### config.mk
export PLATFORM = sky130hd
export DESIGN_NAME = mem_console_uart
export DESIGN_NICKNAME = d
export VERILOG_FILES = /design/src/rtl/mem_console_uart.sv
export SDC_FILE = /design/constraint.sdc
export NUM_CORES = 1
export LEC_CHECK = 0
export CORE_UTILIZATION = 49
export CTS_CLUSTER_DIAMETER = 100
export DETAILED_ROUTE_END_ITERATION = 7
export HOLD_SLACK_MARGIN = 0.1
export PLACE_DENSITY = 0.72
export REMOVE_ABC_BUFFERS = 1
export SKIP_CTS_REPAIR_TIMING = 1
export SLEW_MARGIN = 40
export SYNTH_ARGS = -nofsm -noshare
export SYNTH_HDL_FRONTEND = slang
export SYNTH_SLANG_ARGS = --single-unit
### constraint.sdc
create_clock -name clk -period 5.28 [get_ports clk]
set_input_delay 1.056 -clock clk [delete_from_list [all_inputs] [get_ports clk]]
set_output_delay 1.056 -clock clk [all_outputs]
set_load 0.005 [all_outputs]
### src/rtl/mem_console_uart.sv
// mem_console_uart: picorv32 native-bus console with a TX FIFO and an 8N1 UART serialiser.
// Optional macro CONSOLE_SIM_PRINT_EN echoes every accepted TXDATA byte to the simulator console.
module mem_console_uart #(
    parameter logic [31:0] ADDR_BASE  = 32'h1000_0000,
    parameter int unsigned CLK_DIV    = 32'd16,
    parameter int unsigned FIFO_DEPTH = 32'd16
) (
    input  logic        clk,
    input  logic        resetn,
    input  logic        mem_valid,
    input  logic        mem_instr,
    input  logic [31:0] mem_addr,
    input  logic [31:0] mem_wdata,
    input  logic [3:0]  mem_wstrb,
    output logic        mem_ready,
    output logic [31:0] mem_rdata,
    output logic        uart_tx,
    output logic        tx_idle
);
    localparam int unsigned PTR_W = $clog2(FIFO_DEPTH);
    localparam int unsigned CNT_W = PTR_W + 32'd1;
    localparam int unsigned DIV_W = $clog2(CLK_DIV);
    localparam logic [CNT_W-1:0] DEPTH_C    = CNT_W'(FIFO_DEPTH);
    localparam logic [CNT_W-1:0] CNT_ONE_C  = CNT_W'(32'd1);
    localparam logic [PTR_W-1:0] PTR_ONE_C  = PTR_W'(32'd1);
    localparam logic [DIV_W-1:0] DIV_LAST_C = DIV_W'(CLK_DIV - 32'd1);
    localparam logic [DIV_W-1:0] DIV_ONE_C  = DIV_W'(32'd1);

    typedef enum logic [1:0] {
        ST_IDLE  = 2'd0,
        ST_START = 2'd1,
        ST_DATA  = 2'd2,
        ST_STOP  = 2'd3
    } state_t;

    logic [7:0]       fifo_mem_r [FIFO_DEPTH];
    logic [PTR_W-1:0] wr_ptr_r, wr_ptr_s, rd_ptr_r, rd_ptr_s;
    logic [CNT_W-1:0] count_r, count_s;
    state_t           state_r, state_s;
    logic [DIV_W-1:0] bit_cnt_r, bit_cnt_s;
    logic [2:0]       idx_r, idx_s;
    logic [7:0]       shift_r, shift_s;
    logic             uart_tx_r, uart_tx_s;
    logic             tx_idle_r, tx_idle_s;
    logic             mem_ready_r, mem_ready_s;
    logic [31:0]      mem_rdata_r, mem_rdata_s;
    logic [31:0]      status_s;
    logic             sel_s, full_s, empty_s, busy_s, stall_s, push_s, pop_s, bit_end_s;
    logic             unused_s;

    assign unused_s = ^{mem_instr, mem_wdata[31:8], mem_addr[1:0]};

    // Bus decode, FIFO bookkeeping and serialiser next-state
    always_comb begin
        sel_s       = mem_valid && !mem_ready_r && (mem_addr[31:3] == ADDR_BASE[31:3]);
        full_s      = (count_r == DEPTH_C);
        empty_s     = (count_r == {CNT_W{1'b0}});
        busy_s      = (state_r != ST_IDLE);
        status_s    = {16'h0000, 8'(count_r), 5'b00000, busy_s, empty_s, full_s};
        // A TXDATA byte write into a full FIFO is held off; a same-edge pop does not help
        stall_s     = !mem_addr[2] && mem_wstrb[0] && full_s;
        push_s      = sel_s && !mem_addr[2] && mem_wstrb[0] && !full_s;
        mem_ready_s = sel_s && !stall_s;
        if (mem_ready_s && mem_addr[2] && (mem_wstrb == 4'b0000)) begin
            mem_rdata_s = status_s;
        end else begin
            mem_rdata_s = 32'h0000_0000;
        end

        pop_s     = 1'b0;
        state_s   = state_r;
        bit_cnt_s = bit_cnt_r;
        idx_s     = idx_r;
        shift_s   = shift_r;
        uart_tx_s = 1'b1;
        bit_end_s = (bit_cnt_r == DIV_LAST_C);
        case (state_r)
            ST_IDLE: begin
                if (!empty_s) begin
                    pop_s     = 1'b1;
                    shift_s   = fifo_mem_r[rd_ptr_r];
                    bit_cnt_s = {DIV_W{1'b0}};
                    idx_s     = 3'd0;
                    state_s   = ST_START;
                end else begin
                    state_s   = ST_IDLE;
                end
            end
            ST_START: begin
                uart_tx_s = 1'b0;
                if (bit_end_s) begin
                    bit_cnt_s = {DIV_W{1'b0}};
                    state_s   = ST_DATA;
                end else begin
                    bit_cnt_s = bit_cnt_r + DIV_ONE_C;
                end
            end
            ST_DATA: begin
                uart_tx_s = shift_r[0];
                if (bit_end_s) begin
                    bit_cnt_s = {DIV_W{1'b0}};
                    shift_s   = {1'b0, shift_r[7:1]};
                    if (idx_r == 3'd7) begin
                        state_s = ST_STOP;
                    end else begin
                        idx_s   = idx_r + 3'd1;
                    end
                end else begin
                    bit_cnt_s = bit_cnt_r + DIV_ONE_C;
                end
            end
            ST_STOP: begin
                if (bit_end_s) begin
                    bit_cnt_s = {DIV_W{1'b0}};
                    state_s   = ST_IDLE;
                end else begin
                    bit_cnt_s = bit_cnt_r + DIV_ONE_C;
                end
            end
            default: begin
                bit_cnt_s = {DIV_W{1'b0}};
                state_s   = ST_IDLE;
            end
        endcase

        if (push_s) begin
            wr_ptr_s = wr_ptr_r + PTR_ONE_C;
        end else begin
            wr_ptr_s = wr_ptr_r;
        end
        if (pop_s) begin
            rd_ptr_s = rd_ptr_r + PTR_ONE_C;
        end else begin
            rd_ptr_s = rd_ptr_r;
        end
        case ({push_s, pop_s})
            2'b10:   count_s = count_r + CNT_ONE_C;
            2'b01:   count_s = count_r - CNT_ONE_C;
            default: count_s = count_r;
        endcase
        tx_idle_s = (count_s == {CNT_W{1'b0}}) && (state_s == ST_IDLE);
    end

    // State, FIFO pointers and registered bus/serial outputs
    always_ff @(posedge clk) begin
        if (!resetn) begin
            state_r     <= ST_IDLE;
            wr_ptr_r    <= {PTR_W{1'b0}};
            rd_ptr_r    <= {PTR_W{1'b0}};
            count_r     <= {CNT_W{1'b0}};
            bit_cnt_r   <= {DIV_W{1'b0}};
            idx_r       <= 3'd0;
            shift_r     <= 8'h00;
            uart_tx_r   <= 1'b1;
            tx_idle_r   <= 1'b1;
            mem_ready_r <= 1'b0;
            mem_rdata_r <= 32'h0000_0000;
        end else begin
            state_r     <= state_s;
            wr_ptr_r    <= wr_ptr_s;
            rd_ptr_r    <= rd_ptr_s;
            count_r     <= count_s;
            bit_cnt_r   <= bit_cnt_s;
            idx_r       <= idx_s;
            shift_r     <= shift_s;
            uart_tx_r   <= uart_tx_s;
            tx_idle_r   <= tx_idle_s;
            mem_ready_r <= mem_ready_s;
            mem_rdata_r <= mem_rdata_s;
        end
    end

    // FIFO storage; no reset needed since count gates every read
    always_ff @(posedge clk) begin
        if (resetn && push_s) begin
            fifo_mem_r[wr_ptr_r] <= mem_wdata[7:0];
        end
    end

`ifdef CONSOLE_SIM_PRINT_EN
    // Echo each accepted TXDATA byte to the simulator console
    always_ff @(posedge clk) begin
        if (resetn && push_s) begin
            $write("%c", mem_wdata[7:0]);
        end
    end
`else
    // Without the echo, the serial line is the only output path
`endif

    assign mem_ready = mem_ready_r;
    assign mem_rdata = mem_rdata_r;
    assign uart_tx   = uart_tx_r;
    assign tx_idle   = tx_idle_r;
endmodule

Word-level counts from Yosys, hierarchy flattened:

Memory sizes are Yosys's and may differ from the RTL's. A register that Yosys moved wholly into a read port is not among the register bits.
Cells that the tools add are included.

* mux-type cells: 24
* $add $sub $neg: 6
* reductions and logical operators: 27
* eq/ne operators: 12

Operator list (count)
* 29-bit by 26-bit equality test with 1-bit output, second input constant: 1
* 4-bit two-way mux: 4
* 8-bit two-way mux: 2
* 8-bit case mux with 2 select lines: 1
* 4-bit by 1-bit adder with 4-bit output, second input constant: 3
* 1-bit logical AND: 12
* 5-bit zero test: 2
* 5-bit case mux with 2 select lines: 1
* 3-bit two-way mux: 3
* 2-bit two-way mux: 4
* 2-bit case mux with 4 select lines: 1
* 4-bit case mux with 2 select lines: 1
* 2-bit equality test, second input constant: 3
* 2-bit inequality test, second input constant: 3
* 3-bit case mux with 2 select lines: 1
* 5-bit by 1-bit adder with 5-bit output, second input constant: 1
* 5-bit equality test, second input constant: 1
* 1-bit two-way mux: 5
* 5-bit by 1-bit subtractor with 5-bit output, second input constant: 1
* 2-bit by 1-bit equality test with 1-bit output, second input constant: 2
* 4-bit equality test, second input constant: 1
* 1-bit zero test: 4
* 2-bit zero test: 2
* 4-bit zero test: 1
* 8 further kinds: 9

* bits in writable memories: 128
* memories kept: 1
* register bits after elaboration: 65
* input port bits: 72
* logic and storage cells: 82
* output and inout bits: 35

Memory list
* fifo_mem_r: depth 16, bits a word 8, read ports 1, clocked after memory_dff 1, write ports 1, RTL line 36 `logic [7:0] fifo_mem_r [FIFO_DEPTH];`

Longest topological paths before layout:

Gate-level depths: netlist of the first run.

* depth in word-level cells: 10
* depth in mapped cells: 11
* gate-level depth less buffers: 11

Worst setup path before layout of the first run:

No wires, ideal clock.

* path kind: input -> register
* start point: input port mem_addr[20]
* end point: register tx_idle_r, in the netlist tx_idle
* path slack: 1.629 ns
* stages: 11
* data arrival time: 3.566 ns
* path buffers: 0
* library setup time: 0.086 ns
* required time: 5.194 ns
* cells stage by stage: nor4_1 nand4_1 nor4b_4 inv_1 ha_1 fa_1 a21o_1 a21oi_1 mux2i_1 xnor2_1 a211oi_1

* cells in the longest elaborated chain, start to end: 9
* elaborated cells between the ends (all ways): 10
* those cells by class: 3 x eq/ne; 1 x mux; 6 x reduce/logical

Ends and longest elaborated chain
* start: declaration: RTL line 12 `input logic [31:0] mem_addr,`
* 29-bit by 26-bit equality test with 1-bit output *: RTL line 55 `sel_s = mem_valid && !mem_ready_r && (mem_addr[31:3] == ADDR_BASE[31:3]);`
* 1-bit logical AND *: RTL line 55
* 1-bit logical AND * (3 in a row): RTL line 62 `push_s = sel_s && !mem_addr[2] && mem_wstrb[0] && !full_s;`
* 2-bit by 1-bit equality test with 1-bit output or 2-bit equality test (tied branches): RTL line 136 `case ({push_s, pop_s})`
* 5-bit case mux with 2 select lines *: RTL line 136
* 5-bit zero test *: RTL line 141 `tx_idle_s = (count_s == {CNT_W{1'b0}}) && (state_s == ST_IDLE);`
* 1-bit logical AND *: RTL line 141
* end signal: assignment: RTL line 167 `tx_idle_r <= tx_idle_s;`
* end: declaration: RTL line 44 `logic tx_idle_r, tx_idle_s;`

Every way passes the cells marked *; elsewhere a longest branch is shown, timed or not.
A chain may end at the register's enable or synchronous reset.

Final worst setup path of the first run:

* start point: input port mem_addr[23]
* end point: register tx_idle_r, in the netlist tx_idle

Same word-level chain as after synthesis.

==> qor.yml, run 1 <==
buffer_ports.inserted: 55
worst_ep_required_time_ps: 5630
detail_route.wirelength_mm: 13.5
cts_tree: "built"
placementRows: 43
post-route-min-period_ps: 3990
placeableCoreArea_um2: 14100
power.ir.vdd_worst_mv: 0.311
grt_pass1_wl_mm: 21.1
cts.clk_slew.worst_paths_ps: 60
cts_made_buffers: 17
antennaDiodeCount: 0
worstPathArrival_ps: 4340
post-route-util: 0.598
ctsHtreeMaxLevel: 4
timing.max_slew.rel_slack: 0.477
grt_overflow: 0
num_vias: 4071
fmax_mhz: 251
synthesis.instances: 471
end_kind: "flip-flop"
hold_viol: 0
grt_start_max_net_pins: 33
timing.final.max_slew_violations: 0
report.power.total_uw: 3290
dp.final_hpwl_mm: 8.62
cts-root-to-sink-buffers: 2
cp-start-kind: "input port"
worst_clock_skew_ps: 11.9
yosys_register_bits: 173
yosys.cell_count.top_type: "sky130_fd_sc_hd__edfxtp_1"
rsz0062_at_grt: "no"
drcViolationCount: 0
synth-async-reset-ratio: 0
numClockSinks: 173
yosys-top-cells-area: "sky130_fd_sc_hd__edfxtp_1, sky130_fd_sc_hd__dfxtp_1, sky130_fd_sc_hd__mux4_2"
die_area_um2: 15100
p_leak_uw: 0.00286
synth_area_leader_cell: "sky130_fd_sc_hd__edfxtp_1"
hold_path.class: "reg -> reg"
final-setup-viol-count: 0
global_route.usage.total: 0.197
areaGrowthSynthToFinish_pct: 17.6
grt_antenna_before_repair: 0
status: "complete, no violations"
placed_cells: 690
grt_pass1_vias: 4093
post_route_cells_drive_above_1_share: 0.149
number_of_maximum_capacitance_violations: 0
synth_top_area_share: 0.537
layoutNonFillerInstCount: 722
drtAntennaViolNets: 0
synth.distinct_cells: 43
post_synth.cell_area_avg_um2: 15.2
worst-path-max-fanout: 9
period_share: 0.756
yosysWarningCount: 0
die-width_um: 123
place_congestion: 0.773
syn_area_um2: 7160
floorplan.initialDensity: 0.508
yosys-top-cells-count: "sky130_fd_sc_hd__edfxtp_1, sky130_fd_sc_hd__dfxtp_1, sky130_fd_sc_hd__mux4_2, sky130_fd_sc_hd__a21oi_1"
route.detailed.vias_per_inst: 5.64
design.portCount: 107
die_y_extent_um: 123
worstMarginPinSlew_ps: 782
dr.first_iter.drc_count: 273
post_drt_wl_per_cell_um: 18.7
num-nets-final: 614
fin_setup_tns_ps: 0
synth-edff-count: 128
cts-root-buf: "sky130_fd_sc_hd__clkbuf_16"
yosys_most_used_dff: "sky130_fd_sc_hd__edfxtp_1"
timing_worst_setup_path_type: "in -> reg"
seq_area_frac_synth: 0.662
clkLatencyLatePin_ps: 430
first_pass_iters: 4
power.density_nw_per_um2: 391
## area by class of cell
type | instances | area (µm²)
Fill cell | 1039 | 5670
Sequential cell | 173 | 4750
Multi-Input combinational cell | 270 | 2220
Timing Repair Buffer | 62 | 603
Clock buffer | 19 | 433
Tap cell | 180 | 225
Clock inverter | 13 | 180
Inverter | 5 | 18.8
## critical path: stages
cell and delay [ps]:
sky130_fd_sc_hd__clkdlybuf4s50_1 410, sky130_fd_sc_hd__nor4_1 280, sky130_fd_sc_hd__nand4_1 220, sky130_fd_sc_hd__nor4b_4 610, sky130_fd_sc_hd__inv_1 120, sky130_fd_sc_hd__ha_1 310, sky130_fd_sc_hd__fa_1 430, sky130_fd_sc_hd__a21o_1 200
sky130_fd_sc_hd__a21oi_1 170, sky130_fd_sc_hd__mux2i_1 230, sky130_fd_sc_hd__xnor2_1 90, sky130_fd_sc_hd__a211oi_1 210
## power breakdown
| part | internal, µW | total (µW) | switching [µW] |
|---|---|---|---|
| Combinational | 234 | 484 | 250 |
| Sequential | 1490 | 1520 | 31.2 |
| Clock | 756 | 1280 | 529 |
| Total | 2480 | 3290 | 809 |
## path summary, 6_finish.rpt
| kind | from | endpoint | slack (ps) | cells past startpoint |
|---|---|---|---|---|
| setup / recovery | mem_addr[23] | tx_idle$_SDFF_PN1_ | 1290 | 12 |
| hold / removal | idx_r[1]$_SDFFE_PN0P_ | idx_r[1]$_SDFFE_PN0P_ | 470 | 2 |
| setup reg to reg | mem_ready$_SDFF_PN0_ | tx_idle$_SDFF_PN1_ | 2070 | 11 |
| hold reg to reg | idx_r[1]$_SDFFE_PN0P_ | idx_r[1]$_SDFFE_PN0P_ | 470 | 2 |
## registers in the layout, summed over array words and instances, names as in the netlist, named ones only
register and flops:
rd_ptr_r 4, fifo_mem_r 128, bit_cnt_r 4, state_r 2, idx_r 3, wr_ptr_r 4, uart_tx 1, shift_r 8
mem_ready 1, mem_rdata 8, tx_idle 1, count_r 5
## layout by cell type (no fill, tap or decap), types with 6 or more instances in the layout
cell and instances:
sky130_fd_sc_hd__mux2i_1 10, sky130_fd_sc_hd__nand3_1 8, sky130_fd_sc_hd__buf_4 7, sky130_fd_sc_hd__nor2b_1 10
sky130_fd_sc_hd__clkdlybuf4s50_1 55, sky130_fd_sc_hd__nor4_1 7, sky130_fd_sc_hd__dfxtp_1 44, sky130_fd_sc_hd__a22oi_1 14
sky130_fd_sc_hd__nor3_1 6, sky130_fd_sc_hd__nor2_1 24, sky130_fd_sc_hd__nand2b_1 6, sky130_fd_sc_hd__clkbuf_16 17
sky130_fd_sc_hd__nand4_1 8, sky130_fd_sc_hd__ha_1 12, sky130_fd_sc_hd__conb_1 24, sky130_fd_sc_hd__nand2_1 12
sky130_fd_sc_hd__xnor2_1 6, sky130_fd_sc_hd__o21ai_0 16, sky130_fd_sc_hd__mux4_2 32, sky130_fd_sc_hd__a21oi_1 28
sky130_fd_sc_hd__edfxtp_1 128, sky130_fd_sc_hd__and2_1 15
## cells by family after synthesis
group / count (synthesis) / synth area share
AO/OA/AOI/OAI: 71 / 0.0592
multiplexers: 42 / 0.115
AND/OR/NAND/NOR: 112 / 0.0884
buffers and inverters: 51 / 0.0416
flip-flops: 173 / 0.662
other: 1 / 0.000523
adder cells (fa/ha/maj): 13 / 0.0238
XOR/XNOR: 8 / 0.00978
## metal layers
layer,up-vias,track usage,share of wire
li1,1878,-,-
met1,2027,0.239,0.42
met3,24,0.0563,0.062
met5,-,0,0
met2,142,0.329,0.49
met4,0,0.0816,0.022
## through the flow
| step | cell area [µm²] | hold slack (ps) | worst slack [ps] |
|---|---|---|---|
| 2_1_floorplan | 6970 | 435 | 1630 |
| 3_3_place_gp | 7800 | 449 | 889 |
| 3_5_place_dp | 7800 | 464 | 815 |
| 4_1_cts | 8420 | 477 | 1240 |
| 5_1_grt | 8430 | 495 | 962 |
| 6_report | 8430 | 473 | 1290 |
(Power assumes the default switching activity.)
==> run 2: changes to the inputs <==
--- a/config.mk
+++ b/config.mk
@@ -9,7 +9,7 @@
 export CTS_CLUSTER_DIAMETER = 100
 export DETAILED_ROUTE_END_ITERATION = 7
 export HOLD_SLACK_MARGIN = 0.1
-export PLACE_DENSITY = 0.72
+export PLACE_DENSITY = 0.75
 export REMOVE_ABC_BUFFERS = 1
 export SKIP_CTS_REPAIR_TIMING = 1
 export SLEW_MARGIN = 40
==> constraint.sdc (replaced) <==
create_clock -name clk -period 3.5 [get_ports clk]
set_input_delay 0.7 -clock clk [delete_from_list [all_inputs] [get_ports clk]]
set_output_delay 0.7 -clock clk [all_outputs]
set_load 0.005 [all_outputs]
==> run 2 against run 1 <==
Count of clock-buffer cells in the layout unchanged. Die area did not move. Via count is 1.5% higher. Sequential power increased by 51%. Utilization is 0.24 points higher. Sequential share of layout area shrank 0.22 points.
==> qor.yml, run 2 (synthesis gave the netlist of run 1 again) <==
status: "complete, no violations"
dr.first_iter.drc_count: 405
antennaDiodeCount: 0
post_drt_wl_per_cell_um: 17.9
num_vias: 4133
drtAntennaViolNets: 0
die-width_um: 123
grt_pass1_vias: 4163
worst-path-max-fanout: 4
placed_cells: 707
critical_path.n_buffers_inverters: 2
worstPathArrival_ps: 3630
grt_overflow: 0
grt_most_used_layer: "met2"
numClockSinks: 173
grt_start_max_net_pins: 33
number_of_maximum_capacitance_violations: 0
switch_pwr_uw: 1190
areaGrowthSynthToFinish_pct: 18.1
critical_path_cell_by_cell: "clkdlybuf4s50_1 -> nor4_1 -> nand4_1 -> nor4b_4 -> inv_1 -> ha_1 -> fa_1 -> a21o_1 -> a21oi_1 -> mux2i_1 -> xnor2_1 -> a211oi_1"
top_register: "fifo_mem_r"
placementRows: 43
pwr-share-comb: 0.160
filler_cell_count: 1048
grt.met3_usage: 0.0503
cts.clk_slew.worst_paths_ps: 60
period_share: 0.941
drcViolationCount: 0
mostFrequentLayoutCell: "sky130_fd_sc_hd__edfxtp_1"
timing.max_slew.rel_slack: 0.494
hold_path.class: "reg -> reg"
timing_worst_setup_path_type: "in -> reg"
num-nets-final: 631
layoutNonFillerInstCount: 739
cts_made_buffers: 17
final-setup-viol-count: 0
seqPwrFrac: 0.486
use_met2: 0.336
detail_route.wirelength_mm: 13.3
die_area_um2: 15100
place_congestion: 0.828
power.density_nw_per_um2: 560
cts-root-to-sink-buffers: 2
gr-usage-met1: 0.225
end_kind: "flip-flop"
power.ir.vdd_worst_mv: 0.472
die_y_extent_um: 123
power.share.switching: 0.252
buffer_ports.inserted: 55
rsz0062_at_grt: "no"
placement.cell_area_um2: 7930
p_leak_uw: 0.00291
worstMarginPinSlew_ps: 756
global_route.usage.total: 0.191
worst_clock_skew_ps: 8.40
clkLatencyLatePin_ps: 430
hold_viol: 0
placeableCoreArea_um2: 14100
post_route_cells_drive_above_1_share: 0.165
worst_ep_required_time_ps: 3830
cts-root-buf: "sky130_fd_sc_hd__clkbuf_16"
power.internal_uw: 3550
design.portCount: 107
number_of_flip_flops_in_the_largest_register: 128
regArea_um2: 4750
grt_antenna_before_repair: 0
cp-start-kind: "input port"
timing.critical_path.slowest_stage_cell: "sky130_fd_sc_hd__fa_1"
cp_top_family: "simple AND/OR/NAND/NOR gates"
cts_tree: "built"
final_area_um2: 8460
first_pass_iters: 5
route.detailed.vias_per_inst: 5.59
most-common-layout-cells: "sky130_fd_sc_hd__edfxtp_1, sky130_fd_sc_hd__clkdlybuf4s50_1, sky130_fd_sc_hd__dfxtp_1, sky130_fd_sc_hd__mux4_2, sky130_fd_sc_hd__a21oi_1"
grt_pass1_wl_mm: 20.8
pwr-share-clk: 0.355
report.power.total_uw: 4740
post-route-util: 0.600
reg2reg_slack_ps: 620
multiInputGateArea_um2: 2210
fmax_mhz: 304
timing.final.max_slew_violations: 0
dp.final_hpwl_mm: 8.59
ctsHtreeMaxLevel: 4
post-route-min-period_ps: 3290
crit_path_max_incr_delay_ps: 410
floorplan.initialDensity: 0.508
-- run 2: cell types whose count changed in the layout (fill, tap and decap cells not counted), moves of 2 or more --
cell / previous run / this run
sky130_fd_sc_hd__nor2_1: 24 / 27
sky130_fd_sc_hd__clkinv_1: 0 / 3
sky130_fd_sc_hd__nor2_2: 3 / 0
sky130_fd_sc_hd__bufinv_16: 3 / 0
sky130_fd_sc_hd__inv_6: 5 / 1
sky130_fd_sc_hd__buf_4: 7 / 24
sky130_fd_sc_hd__inv_8: 0 / 2
-- run 2: power groups by stage --
stage | registers (µW) | logic, µW | clock network, µW
6_report | 2300 | 756 | 1680
3_3_place_gp | 2340 | 724 | 0
4_1_cts | 2300 | 762 | 1710
5_1_grt | 2310 | 845 | 1800
3_5_place_dp | 2340 | 754 | 0
2_1_floorplan | 2380 | 481 | 0
-- run 2: cell type report --
cell class              instances  area share
flip-flops and latches        173       0.561
inverters                       5     0.00222
clock buffers                  19      0.0512
well taps                     180      0.0266
multi-input cells             270       0.262
clock inverters                13      0.0111
repair buffers                 79      0.0864
-- run 2: per-stage QoR --
step	worst slack, ps	setup TNS (ps)	hold WS, ps
after global placement	-179	-299	448
after floorplan	205	0	435
after detailed placement	-229	-483	461
final	207	0	482
after global routing	2.34	0	503
after CTS	209	0	477
-- run 2: final timing paths --
| path | from | end | cells after the start |
|---|---|---|---|
| max | mem_addr[20] | tx_idle$_SDFF_PN1_ | 12 |
| min | idx_r[2]$_SDFFE_PN0P_ | idx_r[2]$_SDFFE_PN0P_ | 2 |
| max reg2reg | mem_ready$_SDFF_PN0_ | tx_idle$_SDFF_PN1_ | 11 |
| min reg2reg | idx_r[2]$_SDFFE_PN0P_ | idx_r[2]$_SDFFE_PN0P_ | 2 |
-- run 2: worst register-to-register path, cell delays in order (launching register included) --
cell	delay, ps
sky130_fd_sc_hd__dfxtp_1	310
sky130_fd_sc_hd__nor4b_1	300
sky130_fd_sc_hd__nand4_1	230
sky130_fd_sc_hd__nor4b_4	280
sky130_fd_sc_hd__inv_1	70
sky130_fd_sc_hd__ha_1	260
sky130_fd_sc_hd__fa_1	410
sky130_fd_sc_hd__a21o_1	190
sky130_fd_sc_hd__a21oi_1	180
sky130_fd_sc_hd__mux2i_1	230
sky130_fd_sc_hd__xnor2_1	90
sky130_fd_sc_hd__a211oi_1	230
-- run 2: routing by layer --
| layer | up-vias | part of all wire |
|---|---|---|
| met2 | 154 | 0.52 |
| met3 | 18 | 0.065 |
| met4 | 0 | 0.014 |
| li1 | 1914 | - |
| met5 | - | 0 |
| met1 | 2047 | 0.40 |
